`src/rtl/icache_refill_pkg.sv`:
```
// Shared constants for the icache refill engine: bus widths, refill size, FSM encodings.
// Legacy defines InstAddrBus/BlockNum are kept for older RTL that still uses them.
`ifndef InstAddrBus
`define InstAddrBus 16:0
`endif
`ifndef BlockNum
`define BlockNum 32768
`endif

package icache_refill_pkg;
  localparam int REFILL_BYTES = 4;
  localparam int INST_ADDR_W  = 17;
  localparam int BLOCK_NUM    = `BlockNum;

  localparam logic [1:0] S_IDLE  = 2'd0;
  localparam logic [1:0] S_ISSUE = 2'd1;
  localparam logic [1:0] S_DRAIN = 2'd2;
  localparam logic [1:0] S_DONE  = 2'd3;

  function automatic logic [31:0] word_align(input logic [31:0] a);
    return a & ~32'd3;
  endfunction
endpackage

```
`src/rtl/icache_refill_if.sv`:
```
// Core/memory/icache-side signal bundle of the refill engine.
// slave = refill engine view, master = surrounding core/memory/test view.
interface icache_refill_if;
  import icache_refill_pkg::*;

  logic                   req_i;
  logic [31:0]            addr_i;
  logic                   flush_i;
  logic                   busy_o;
  logic                   valid_o;
  logic [31:0]            inst_o;
  logic                   mem_gnt_i;
  logic                   mem_req_o;
  logic [31:0]            mem_a_o;
  logic [7:0]             mem_din_i;
  logic                   we_o;
  logic [INST_ADDR_W-1:0] waddr_o;
  logic [31:0]            winst_o;

  modport slave (
    input  req_i, addr_i, flush_i, mem_gnt_i, mem_din_i,
    output busy_o, valid_o, inst_o, mem_req_o, mem_a_o, we_o, waddr_o, winst_o
  );

  modport master (
    output req_i, addr_i, flush_i, mem_gnt_i, mem_din_i,
    input  busy_o, valid_o, inst_o, mem_req_o, mem_a_o, we_o, waddr_o, winst_o
  );
endinterface

```
`src/rtl/icache_refill_inst_assembler.sv`:
```
// Little-endian byte assembler: each enabled byte shifts in at the top, so after
// NBYTES captures word = {bN-1,...,b1,b0}. word_nxt is the word including din.
module inst_assembler #(
  parameter int NBYTES = 4
) (
  input  logic                clk,
  input  logic                rst,
  input  logic                en,
  input  logic                clr,
  input  logic [7:0]          din,
  output logic [NBYTES*8-1:0] word,
  output logic [NBYTES*8-1:0] word_nxt
);
  assign word_nxt = {din, word[NBYTES*8-1:8]};

  always_ff @(posedge clk or posedge rst) begin
    if (rst)      word <= '0;
    else if (clr) word <= '0;
    else if (en)  word <= word_nxt;
  end
endmodule

```
`src/rtl/icache_refill.sv`:
```
// Icache miss refill: fetches one 32-bit instruction as four byte reads and writes it
// to the icache. Define REFILL_BYPASS_EN to write in DRAIN using the live top byte.
module icache_refill
  import icache_refill_pkg::*;
(
  input  logic           clk,
  input  logic           rst,
  input  logic           rdy,
  icache_refill_if.slave bus
);
  logic [1:0]             state;
  logic [1:0]             cnt;
  logic [31:0]            base;
  logic [31:0]            mem_a_q;
  logic [31:0]            inst_q;
  logic [INST_ADDR_W-1:0] waddr_q;
  logic [31:0]            asm_word;
  logic [31:0]            asm_nxt;
  logic [31:0]            out_word;
  logic                   start;
  logic                   capture;
  logic                   in_last;

`ifdef REFILL_BYPASS_EN
  // The top byte is still on mem_din_i during DRAIN, so the word is taken look-through.
  localparam logic [1:0] S_LAST = S_DRAIN;
  logic unused_word;
  assign out_word    = asm_nxt;
  assign unused_word = ^asm_word;
`else
  localparam logic [1:0] S_LAST = S_DONE;
  logic unused_nxt;
  assign out_word   = asm_word;
  assign unused_nxt = ^asm_nxt;
`endif

  assign start   = (state == S_IDLE) && bus.req_i && bus.mem_gnt_i && !bus.flush_i;
  // Read data trails its address by a cycle, so byte k lands one cycle after address k.
  assign capture = ((state == S_ISSUE) && (cnt != 2'd0)) || (state == S_DRAIN);
  assign in_last = (state == S_LAST);

  inst_assembler #(.NBYTES(REFILL_BYTES)) u_asm (
    .clk      (clk),
    .rst      (rst),
    .en       (rdy && capture && !bus.flush_i),
    .clr      (rdy && start),
    .din      (bus.mem_din_i),
    .word     (asm_word),
    .word_nxt (asm_nxt)
  );

  always_ff @(posedge clk or posedge rst) begin
    if (rst) begin
      state   <= S_IDLE;
      cnt     <= '0;
      base    <= '0;
      mem_a_q <= '0;
      waddr_q <= '0;
      inst_q  <= '0;
    end else if (rdy) begin
      if (bus.flush_i) begin
        state <= S_IDLE;
        cnt   <= '0;
      end else begin
        if (in_last) inst_q <= out_word;
        case (state)
          S_IDLE: begin
            if (start) begin
              base    <= word_align(bus.addr_i);
              mem_a_q <= word_align(bus.addr_i);
              cnt     <= '0;
              state   <= S_ISSUE;
            end
          end
          S_ISSUE: begin
            cnt <= cnt + 2'd1;
            if (cnt == 2'd3) begin
              state   <= S_DRAIN;
              waddr_q <= base[INST_ADDR_W-1:0];
            end else begin
              mem_a_q <= base + {30'd0, cnt} + 32'd1;
            end
          end
          S_DRAIN: state <= (S_LAST == S_DRAIN) ? S_IDLE : S_DONE;
          default: state <= S_IDLE;
        endcase
      end
    end
  end

  // Outside a refill the bus request simply mirrors the miss; ownership is unconditional once issued.
  assign bus.mem_req_o = !rst && ((state == S_IDLE) ? bus.req_i
                                                     : ((state == S_ISSUE) || (state == S_DRAIN)));
  assign bus.mem_a_o   = mem_a_q;
  assign bus.busy_o    = (state != S_IDLE);
  assign bus.we_o      = in_last && !bus.flush_i;
  assign bus.valid_o   = in_last && !bus.flush_i;
  assign bus.inst_o    = in_last ? out_word : inst_q;
  assign bus.winst_o   = in_last ? out_word : inst_q;
  assign bus.waddr_o   = waddr_q;
endmodule

```
`src/flat_wrapper.sv`:
```
// flat-port wrapper written by rule: the top's interface ports become plain ports
module icache_refill_flat import icache_refill_pkg::*;
  (clk, rst, rdy, bus_req_i, bus_addr_i, bus_flush_i, bus_mem_gnt_i, bus_mem_din_i, bus_busy_o, bus_valid_o, bus_inst_o, bus_mem_req_o, bus_mem_a_o, bus_we_o, bus_waddr_o, bus_winst_o);
  icache_refill_if bus_i ();
  input  logic clk;
  input  logic rst;
  input  logic rdy;
  input wire logic [$bits(bus_i.req_i)-1:0] bus_req_i;
  input wire logic [$bits(bus_i.addr_i)-1:0] bus_addr_i;
  input wire logic [$bits(bus_i.flush_i)-1:0] bus_flush_i;
  input wire logic [$bits(bus_i.mem_gnt_i)-1:0] bus_mem_gnt_i;
  input wire logic [$bits(bus_i.mem_din_i)-1:0] bus_mem_din_i;
  output wire logic [$bits(bus_i.busy_o)-1:0] bus_busy_o;
  output wire logic [$bits(bus_i.valid_o)-1:0] bus_valid_o;
  output wire logic [$bits(bus_i.inst_o)-1:0] bus_inst_o;
  output wire logic [$bits(bus_i.mem_req_o)-1:0] bus_mem_req_o;
  output wire logic [$bits(bus_i.mem_a_o)-1:0] bus_mem_a_o;
  output wire logic [$bits(bus_i.we_o)-1:0] bus_we_o;
  output wire logic [$bits(bus_i.waddr_o)-1:0] bus_waddr_o;
  output wire logic [$bits(bus_i.winst_o)-1:0] bus_winst_o;
  assign bus_i.req_i = bus_req_i;
  assign bus_i.addr_i = bus_addr_i;
  assign bus_i.flush_i = bus_flush_i;
  assign bus_i.mem_gnt_i = bus_mem_gnt_i;
  assign bus_i.mem_din_i = bus_mem_din_i;
  assign bus_busy_o = bus_i.busy_o;
  assign bus_valid_o = bus_i.valid_o;
  assign bus_inst_o = bus_i.inst_o;
  assign bus_mem_req_o = bus_i.mem_req_o;
  assign bus_mem_a_o = bus_i.mem_a_o;
  assign bus_we_o = bus_i.we_o;
  assign bus_waddr_o = bus_i.waddr_o;
  assign bus_winst_o = bus_i.winst_o;
  icache_refill u_core (.clk(clk), .rst(rst), .rdy(rdy), .bus(bus_i));
endmodule
```
`config.mk`:
```
export PLATFORM = sky130hd
export DESIGN_NAME = icache_refill_flat
export DESIGN_NICKNAME = d
export VERILOG_FILES = /design/src/rtl/icache_refill_pkg.sv /design/src/rtl/icache_refill_if.sv /design/src/rtl/icache_refill_inst_assembler.sv /design/src/rtl/icache_refill.sv /design/src/flat_wrapper.sv
export SDC_FILE = /design/constraint.sdc
export NUM_CORES = 1
export LEC_CHECK = 0
export CAP_MARGIN = 20
export CORE_UTILIZATION = 40
export DETAILED_ROUTE_END_ITERATION = 12
export PLACE_DENSITY = 0.68
export SLEW_MARGIN = 40
export SYNTH_ARGS = -nofsm -noshare
export SYNTH_HDL_FRONTEND = slang
export SYNTH_HIERARCHICAL = 1
export SYNTH_SLANG_ARGS = --single-unit
```
`constraint.sdc`:
```
create_clock -name clk -period 3.8 [get_ports clk]
set_input_delay 0.57 -clock clk [delete_from_list [all_inputs] [get_ports clk]]
set_output_delay 0.57 -clock clk [all_outputs]
set_load 0.02 [all_outputs]
```
==> impl_results.md, run 1 <==
- Final Critical Period: 2.98 ns
- Post-Syn Area: 0.00720 mm2
- Crit Path Max Fanout: 33
- Crit-path cells: ha_1, buf_4, mux2_2, clkdlybuf4s50_1
- Fmax: 0.335 GHz
- Hold path depth: 2
- Sum Neg Setup Slack: 0 ns
- Cells on worst reg2reg path: 7
- Share of post-route cells with drive strength above 1: 12.3%
- Root buf cell: clkbuf_16
- Clock transition at path regs: 0.06 ns
- Via density: 5.17
- Leak Pwr: 0.00437 uW
- Slowest cell on crit path: clkdlybuf4s50_1
- Fin crit share: 78.5%
- Max Cap Violations: 0
- Final Setup Violations: 0
- Fin. max-slew vios: 0
- Worst Hold Class: reg2reg
- Drt drc: 0
- Worst VDD drop: 0.392 mV
- H-tree levels: 4
- Cts hold-fix bufs: 0
- Initial DRC count: 479
- Clock Latency Late Sink: 0.43 ns
- Area grow syn2layout: 30.4%
- Worst endpoint required time: 3.23 ns
- Setup Fix Bufs, Post-CTS: 0
- Wire per inst: 17.0 um
- HPWL after DPL: 12.5 mm
- Die Span X: 136 um
- Post_cts resized: 0
- Worst slew pin tran: 0.694 ns
- Core area: 0.0174 mm2
- CTS tree: built
- Die Area: 0.0185 mm2
- Core Rows: 48
- Antenna Cells: 0
- Chip Height: 136 um
- GRT Util Overall: 21.5%
- Hold Vio Cnt, Final: 0
- Vias in the first global route: 5579
- Global-route wire length before repair: 30.0 mm
- Worst Setup End Kind: primary output
- Nets: 924
- Initial Utilization: 41.3%
- Kind of critical path: reg2out
- Final WL: 18.8 mm
- CP startpoint kind: flop
- CTS buffer count: 17
- YS warnings: 6
- Congestion Overflow GR: 0
- I/O Pins: 163
- Worst Path Arrival: 2.41 ns
- Clk buf depth: 2
- Worst path max stage delay: 0.55 ns
- Fin Clk Skew: 0.00629 ns
- Worst slew margin: 53.7%
- Syn_area_per_cell: 9.49 um2
- Pwr dens: 675 mW/mm2
- Placer Congestion: 0.793
- Initial antenna violation count: 0
- Largest net degree at the start of global routing: 80
- Pwr Total: 6340 uW
- Via count: 5742
- TritonRoute pass-1 iters: 7
- Cells after Synth: 759
- Port Buffers: 158
- RSZ-0062 raised after global routing: false
- Sink Count: 145
- Outcome: complete, no violations
- Final ANT Viol Nets: 0
per-layer routing:
layer / track usage [%] / wire length [um] / part of all wire [%]
met1: 28.5 / 8490 / 45
met2: 34.8 / 9020 / 48
met3: 4.51 / 1070 / 5.7
met4: 7.10 / 250 / 1.3
met5: 0 / 0 / 0
per-stage QoR:
stage | hold WS (ns) | util, % | worst slack [ns] | instances | cell area [um2]
final | 0.468 | 53.9 | 0.818 | 1110 | 9390
after global routing | 0.494 | 53.9 | 0.712 | 1110 | 9390
after CTS | 0.472 | 53.9 | 0.793 | 1110 | 9380
after detailed placement | 0.458 | 50.0 | 0.849 | 1078 | 8720
after global placement | 0.453 | 50.0 | 0.940 | 1078 | 8720
after floorplan | 0.442 | - | 0.243 | 760 | 7200
final timing paths:
check | slack (ns) | endpoint | from
worst max-delay path | 0.82 | bus_inst_o[15] | u_core/state[0]
worst min-delay path | 0.47 | u_core/inst_q[31] | u_core/inst_q[31]
worst max register to register | 0.99 | u_core/bus.mem_a_o[11] | u_core/state[1]
worst min register to register | 0.47 | u_core/inst_q[31] | u_core/inst_q[31]
max in group asynchronous | 2.40 | u_core/inst_q[1] | rst
min in group asynchronous | 0.58 | u_core/inst_q[29] | rst
registers in the layout (all words and copies together), names as in the netlist:
register            count
u_core/base            30
u_core/bus.mem_a_o     32
u_core/bus.waddr_o     15
u_core/cnt              2
u_core/inst_q          32
u_core/state            2
u_core/u_asm/word      32
power by group:
group	internal, uW	switching, uW
sequential	1950	432
combinational	919	1170
clock	1220	647
total	4090	2250
critical path, delay by kind of cell, from the launching register on:
kind       cells  cell delay, ns
flops          1            0.41
mux            1            0.44
buf+inv        2            0.95
fa+ha+maj      1            0.16
area by class of cell:
class                      count  area (um2)
clock buffer                  24         522
clock inverter                 8         146
fill                        1577        8030
inverter                      14        55.1
multi-input combinational    522        3060
sequential                   145        3630
tap                          225         282
timing repair buffer         172        1700
cell usage in the layout, fill, tap and decap left out, types with 7 or more instances in the layout:
master and count:
clkdlybuf4s50_1 158, and3_1 9, nand2_1 221, a21oi_1 20, clkbuf_8 7, mux2_2 50
xor2_1 8, xnor2_1 10, nor2_1 51, dfrtp_1 145, o21ai_0 20, clkbuf_16 17
mux2i_1 35, buf_4 13, nand3_1 29, inv_1 12, nand4_1 11
Note: power is estimated with default switching activity, not from simulation.
==> run 2, diff against run 1 <==
- clock period: 3.8 -> 2.95 ns (I/O delays scaled with it)
==> impl_results.md, run 2 (synthesis results as in run 1) <==
- Port Buffers: 158 (unchanged)
- Placed cells: 1083 (+0.46%)
- HPWL after DPL: 12.6 mm (+0.69%)
- Initial antenna violation count: 0 (unchanged)
- Non-filler cells, final: 1115 (+0.45%)
- Worst endpoint required time: 2.51 ns (-0.72 ns)
- Fillers: 1553 (-1.5%)
- Pwr dens: 848 mW/mm2 (+26%)
- Root buf cell: clkbuf_16
- Vias in the first global route: 5477 (-1.8%)
- Worst slew pin tran: 0.562 ns (-0.131 ns)
- WHS Endpoint: u_core/inst_q[26]
- Largest net degree at the start of global routing: 45 (-44%)
- Max Cap Violations: 0 (unchanged)
- Leak Pwr: 0.00437 uW (-0.13%)
- Hold path depth: 2 (unchanged)
- Die Area: 0.0185 mm2 (unchanged)
- CP startpoint kind: flop
- Pint: 5060 uW (+24%)
- Hold Vio Cnt, Final: 0 (unchanged)
- Drt drc: 0 (unchanged)
- Via count: 5715 (-0.47%)
- Crit-path cells: ha_2, buf_12, mux2_2, clkdlybuf4s50_1
- Core area: 0.0174 mm2 (unchanged)
- Slowest cell on crit path: clkdlybuf4s50_1
- Kind of critical path: reg2out
- Worst Hold Class: reg2reg
- Via density: 5.13 (-0.92%)
- Final ANT Viol Nets: 0 (unchanged)
- Worst VDD drop: 0.511 mV (+30%)
- FF-to-FF setup slack: 0.53 ns (-0.46 ns)
- Cts hold-fix bufs: 0 (unchanged)
- Fin. max-slew vios: 0 (unchanged)
- Crit Path Max Fanout: 27 (-18%)
- Most frequent cells in the layout: nand2_1, clkdlybuf4s50_1, dfrtp_1
- H-tree levels: 4 (unchanged)
- Initial Utilization: 41.3% (unchanged)
- Share of post-route cells with drive strength above 1: 12.7% (+0.38 points)
- TritonRoute pass-1 iters: 6 (-1)
- Congestion Overflow GR: 0 (unchanged)
- Fmax: 0.359 GHz
- Wire per inst: 16.6 um (-2.2%)
- Comb pwr share: 34.1% (+1.1 points)
- Net Sw Power: 2920 uW (+30%)
- Chip Height: 136 um (unchanged)
- Reg2reg end: u_core/bus.mem_a_o[16]
- Antenna Cells: 0 (unchanged)
- Clock Latency Late Sink: 0.42 ns (about the same)
- CP top delay family: buffers and inverters
- CTS tree: built
- Worst slew margin: 62.5% (+8.7 points)
- Die Span X: 136 um (unchanged)
- Hold Startpoint: u_core/inst_q[26]
- Clock transition at path regs: 0.06 ns (about the same)
- Crit path buf inv count: 2 (unchanged)
- Placer Congestion: 0.823 (+3.8%)
- Final Setup Violations: 0 (unchanged)
- Worst Setup End Kind: primary output
- Pwr Total: 7980 uW (+26%)
- RSZ-0062 raised after global routing: false
- Seq pwr share: 38.5% (+1.0 points)
- GRT Util Overall: 21.0% (-0.49 points)
- Clk pwr share: 27.4% (-2.1 points)
- Clk buf depth: 2 (unchanged)
- Fin Hold WS: 0.470 ns (+0.00184 ns)
- Worst path max stage delay: 0.55 ns (about the same)
- Initial DRC count: 390 (-19%)
- Sw Share: 36.6% (+1.0 points)
- Most common cell after layout, fill and taps aside: nand2_1
- Core Rows: 48 (unchanged)
- Final WL: 18.5 mm (-1.8%)
- Nets: 930 (+0.65%)
- Worst Path Arrival: 2.35 ns (-0.06 ns)
- Sink Count: 145 (unchanged)
- Sum Neg Setup Slack: 0 ns (unchanged)
- Global-route wire length before repair: 29.3 mm (-2.2%)
- I/O Pins: 163 (unchanged)
- Final Critical Period: 2.79 ns
- WP depth: 4 (unchanged)
- Outcome: complete, no violations
- Cells on worst reg2reg path: 7 (unchanged)
- Fin Clk Skew: 0.00834 ns (+0.00205 ns)
- Fin crit share: 94.5%
- R2r startpoint: u_core/state[1]
- Area grow syn2layout: 30.7%
- CTS buffer count: 17 (unchanged)
## run 2: cell count changes in the layout (fill, tap and decap cells not counted), moves of 2 or more
| cell | delta |
|---|---|
| clkinv_4 | +2 |
| clkbuf_8 | -6 |
| clkinvlp_4 | +3 |
| buf_12 | +2 |
| buf_4 | +3 |
## run 2: worst max path at each step
stage / slack, ns / from / end
floorplan: 0.64 / u_core/state[0] / u_core/u_asm/word[0]
global placement: 0.51 / u_core/state[0] / bus_winst_o[10]
detailed placement: 0.48 / u_core/state[0] / bus_winst_o[10]
CTS: 0.03 / u_core/state[0] / bus_winst_o[10]
global route: 0.06 / u_core/state[0] / bus_inst_o[19]
finish: 0.16 / u_core/state[0] / bus_inst_o[19]
## run 2: metrics by stage
step                worst slack, ns  area, um2  util, %
finish                        0.162       9410     54.0
global route                 0.0616       9410     54.0
CTS                          0.0289       9380     53.9
floorplan                     0.641       7210        -
global placement              0.513       8780     50.4
detailed placement            0.485       8780     50.4
## run 2: final cells by class
cell class,instances,area (um2),share of cell area [%]
tap,225,282,2.99
timing repair buffer,178,1790,19.0
inverter,14,56.3,0.598
multi-input combinational,522,3050,32.4
clock buffer,18,439,4.67
clock inverter,13,163,1.73
sequential,145,3630,38.6
## run 2: timing repair
item | 4_1_cts | 5_1_grt
gates resized for setup | 0 | 1
setup buffers | 0 | 0
setup endpoints to repair | 0 | 53
## run 2: tightest hold or removal path: stages (launching register included)
cell	delay (ns)
dfrtp_1	0.34
nand2_1	0.05
nand2_1	0.05
## run 2: layer usage
metal	global-route usage, %	part of all wire (%)
met1	28.2	45
met2	34.0	48
met3	4.18	6.3
met4	6.30	1.2
met5	0	0
## run 2: power groups by stage
stage                     Sequential, uW  Combinational (uW)  Clock, uW
after floorplan                     3100                1580          0
after global placement              3080                2660          0
after detailed placement            3090                2710          0
after CTS                           3070                2730       2230
after global routing                3150                2960       2300
final                               3070                2720       2190
